## src/rtl/intmul_32.sv

```systemverilog
// Pipelined 32x32 -> 64-bit unsigned multiplier, delivering the modulus q aligned with D.
// Define INTMUL_OUT_REG_EN to add a fourth output register stage (latency 4 instead of 3).
module intmul_32 (
   input  logic        clk,
   input  logic        rst,
   input  logic        en,
   input  logic        valid_in,
   input  logic [31:0] a,
   input  logic [31:0] b,
   input  logic [31:0] q,
   output logic        valid_out,
   output logic [63:0] D,
   output logic [31:0] q_out
);

   function automatic logic [31:0] mul16(input logic [15:0] x, input logic [15:0] y);
      return {16'd0, x} * {16'd0, y};
   endfunction

   logic [31:0] pll_p0, plh_p0, phl_p0, phh_p0, q_p0;
   logic        vld_p0;
   logic [32:0] mid_p1;
   logic [31:0] pll_p1, phh_p1, q_p1;
   logic        vld_p1;
   logic [63:0] d_p2;
   logic [31:0] q_p2;
   logic        vld_p2;

   // Stage p0: four 16x16 partial products
   always_ff @(posedge clk or negedge rst) begin
      if (!rst) begin
         pll_p0 <= '0;
         plh_p0 <= '0;
         phl_p0 <= '0;
         phh_p0 <= '0;
         q_p0   <= '0;
         vld_p0 <= 1'b0;
      end else if (en) begin
         pll_p0 <= mul16(a[15:0],  b[15:0]);
         plh_p0 <= mul16(a[15:0],  b[31:16]);
         phl_p0 <= mul16(a[31:16], b[15:0]);
         phh_p0 <= mul16(a[31:16], b[31:16]);
         q_p0   <= q;
         vld_p0 <= valid_in;
      end
   end

   // Stage p1: cross terms summed, carry kept in bit 32
   always_ff @(posedge clk or negedge rst) begin
      if (!rst) begin
         mid_p1 <= '0;
         pll_p1 <= '0;
         phh_p1 <= '0;
         q_p1   <= '0;
         vld_p1 <= 1'b0;
      end else if (en) begin
         mid_p1 <= {1'b0, plh_p0} + {1'b0, phl_p0};
         pll_p1 <= pll_p0;
         phh_p1 <= phh_p0;
         q_p1   <= q_p0;
         vld_p1 <= vld_p0;
      end
   end

   // Stage p2: final 64-bit combine; the true product always fits, so no carry out
   always_ff @(posedge clk or negedge rst) begin
      if (!rst) begin
         d_p2   <= '0;
         q_p2   <= '0;
         vld_p2 <= 1'b0;
      end else if (en) begin
         d_p2   <= {phh_p1, 32'd0} + {15'd0, mid_p1, 16'd0} + {32'd0, pll_p1};
         q_p2   <= q_p1;
         vld_p2 <= vld_p1;
      end
   end

`ifdef INTMUL_OUT_REG_EN
   logic [63:0] d_p3;
   logic [31:0] q_p3;
   logic        vld_p3;

   // Stage p3: optional output register
   always_ff @(posedge clk or negedge rst) begin
      if (!rst) begin
         d_p3   <= '0;
         q_p3   <= '0;
         vld_p3 <= 1'b0;
      end else if (en) begin
         d_p3   <= d_p2;
         q_p3   <= q_p2;
         vld_p3 <= vld_p2;
      end
   end

   assign D         = d_p3;
   assign q_out     = q_p3;
   assign valid_out = vld_p3;
`else
   assign D         = d_p2;
   assign q_out     = q_p2;
   assign valid_out = vld_p2;
`endif

endmodule

```

## config.mk

```make
export PLATFORM = sky130hd
export DESIGN_NAME = intmul_32
export DESIGN_NICKNAME = d
export VERILOG_FILES = /design/src/rtl/intmul_32.sv
export SDC_FILE = /design/constraint.sdc
export NUM_CORES = 2
export LEC_CHECK = 0
export CAP_MARGIN = 40
export CORE_MARGIN = 2
export CORE_UTILIZATION = 38
export CTS_CLUSTER_SIZE = 16
export DETAILED_ROUTE_END_ITERATION = 7
export MAX_ROUTING_LAYER = met4
export PLACE_DENSITY = 0.64
export SYNTH_ARGS = -nofsm -noshare
export SYNTH_HDL_FRONTEND = slang
export SYNTH_SLANG_ARGS = --single-unit
```

## constraint.sdc

```tcl
create_clock -name clk -period 3.6 [get_ports clk]
set_input_delay 0.72 -clock clk [delete_from_list [all_inputs] [get_ports clk]]
set_output_delay 0.72 -clock clk [all_outputs]
set_load 0.005 [all_outputs]
```

==> reports/metrics.cfg <==
[outcome]
status=finished with violations
violations=negative setup slack

[clocking]
ctsHoldBuffers=0
clk_root_buffer_cell=clkbuf_16
path_clk_slew_ns=0.06
cts_buffer_depth=3
cts_buffers=44
clock_latency_ns=0.65
htreeDepth=2
cts_tree=built
clock-sinks=388

[synthesis]
synth_compound_area_share_pct=7.45
synth_top_flop_cell=dfrtp_1
synth_top_family_by_area=adder cells
ys_ff_latch=388
synth_xor_area_share_pct=3.02
synth_nets=6712
yosys.area_share.adder_pct=41.8
yosys.cell_types.count=86
yosysSeqAreaShare_pct=18.8
synthSimpleGateAreaFrac_pct=13.3
synth.avg_cell_area_um2=9.66
synthArstFlopShare_pct=100
synth-edff-count=0
synth_cells=5353
muxShareOfSynthArea_pct=6.88
synthesis.area_um2=51700
yosysWarnings=0

[floorplanning]
core_area_um2=135000
num_rows=135
dieArea_um2=139000
ioPinCount=197
die_h_um=373
fp.dieW_um=373
initial_utilization_pct=38.2

[detailed_routing]
routed_wl_um=153000
drcViolationCount=0
dr.pass1.iters=5
drt_iter0_drc=1966
dr_total_vias=40600
post_drt_wl_per_cell_um=19.0
ant_nets=0
drt-vias-per-instance=5.04

[sta]
tightest_slew_ns=0.744
slew_violations=0
finalHoldViolCount=0
relSlewSlack_pct=50.4
setup_ws_ns=-2.31
max_freq_mhz=169
finalCritPeriodShare_pct=164
rsz0062_at_grt=true
final.min_clock_period_ns=5.91
setup_violations=109
skew_ns=0.0705

[setup_path]
crit_type=primary input to flip-flop
cp-end-kind=flip-flop
cp_max_fo=6
required_ns=4.13
worst_setup_path_start_kind=primary input
worstPathArrival_ns=6.44

[place]
dp_hpwl_um=114000
gp_routability_congestion=0.916
pre_cts_slack_ns=-3.42
portBuffers=196
placed_area_um2=61800

[final_layout]
area_delta_synth_final_pct=34.5
drive_gt1_share_pct=31.9
layout.nets=7597
fillers=11900
fin_area_um2=69500
fin_util_pct=51.4

[grt]
track_usage_pct=22.9
grt_overflow_total=0
antenna_found_initial=3
grt_max_degree=121
grt_pass1_wl_um=244000
grt_pass1_vias=44200

[run]
max-cap-violations=0

[min_path]
min_path_type=primary input to async pin

registers in the layout (all words and copies together) (netlist names):
signal	count
plh_p0	32
D	64
pll_p1	32
phl_p0	32
vld_p1	1
valid_out	1
mid_p1	33
q_p1	32
pll_p0	32
q_p0	32
q_out	32
phh_p0	32
phh_p1	32
vld_p0	1
cell usage in the layout (no fill, tap or decap), drive strengths merged, types with 132 or more instances in the layout:
cell type / instances
a21oi: 194
and2: 466
buf: 952
clkdlybuf4s50: 132
dfrtp: 388
fa: 778
ha: 481
inv: 956
mux2: 316
nand2: 681
final cells by class:
class	instances	area [µm²]	area share [%]
clock buffers	62	1250	1.80
flip-flops and latches	388	9710	14.0
well taps	1781	2230	3.20
clock inverters	16	184	0.264
multi-input cells	3747	40900	58.8
repair buffers	1105	11700	16.9
inverters	952	3580	5.15
diodes	4	10.0	0.0144
what timing repair did:
item                                    4_1_cts  5_1_grt
endpoints found under the setup margin      112      110
gates resized for setup                     825      379
pin swaps                                   333      325
setup buffers                               203       99
cloned                                       24        1
synthesized netlist by cell type, types with 56 or more instances:
cell type | n | area share [%]
dfrtp_1 | 388 | 19
and2_1 | 466 | 5.6
clkbuf_1 | 261 | 1.9
xnor2_1 | 122 | 2.1
nand2_1 | 681 | 4.9
xor2_1 | 56 | 0.95
nor2_1 | 114 | 0.83
ha_1 | 481 | 12
a21o_1 | 92 | 1.3
inv_1 | 952 | 6.9
mux2_2 | 316 | 6.9
o21ai_0 | 89 | 0.86
fa_1 | 778 | 30
a21oi_1 | 189 | 1.8
routing by layer:
metal	up-vias	track usage, %	wire length (µm)
met3	299	3.45	8080
met5	-	-	0
met2	969	39.5	77300
met4	0	8.73	7450
met1	20800	27.1	60600
li1	18500	-	-
final timing paths:
path / startpoint / to / slack, ns / cells past startpoint
max: b[18] / phh_p0[28]$_DFFE_PN0P_ / -2.31 / 23
min in group clk: D[38]$_DFFE_PN0P_ / D[38]$_DFFE_PN0P_ / 0.48 / 2
max in group asynchronous: rst / D[27]$_DFFE_PN0P_ / 2.63 / 2
min reg2reg: D[38]$_DFFE_PN0P_ / D[38]$_DFFE_PN0P_ / 0.48 / 2
min: rst / pll_p0[1]$_DFFE_PN0P_ / 0.13 / 1
max reg2reg: mid_p1[1]$_DFFE_PN0P_ / D[57]$_DFFE_PN0P_ / 0.34 / 10
critical path: stages:
cell      delay (ns)
buf_2           0.10
buf_12          0.15
buf_12          0.13
nand2_1         0.08
fa_1            0.52
inv_2           0.04
fa_1            0.57
ha_4            0.14
inv_2           0.04
fa_1            0.48
fa_1            0.52
inv_2           0.04
fa_1            0.51
ha_4            0.20
a211oi_2        0.23
o211ai_1        0.27
a41oi_4         0.33
nor3_4          0.08
o41ai_4         0.43
o21bai_2        0.15
a311oi_2        0.31
xnor2_1         0.11
mux2_4          0.26
metrics by stage:
stage	cells	hold WS (ns)	setup TNS (ns)
2_1_floorplan	5353	0.424	-178.44
3_3_place_gp	7706	0.476	-298.48
3_5_place_dp	7706	0.477	-303.48
4_1_cts	7982	0.131	-184.97
5_1_grt	8053	0.158	-202.09
6_report	8055	0.134	-188.58
cells by family after synthesis:
kind of cell,after synthesis
buf+inv,1218
xor+xnor,178
flops,388
simple gates,1419
fa+ha+maj,1259
compound gates,575
mux,316
Power is not shown: default switching activity piles up to over one toggle a cycle in this logic, so the estimate is an artifact.
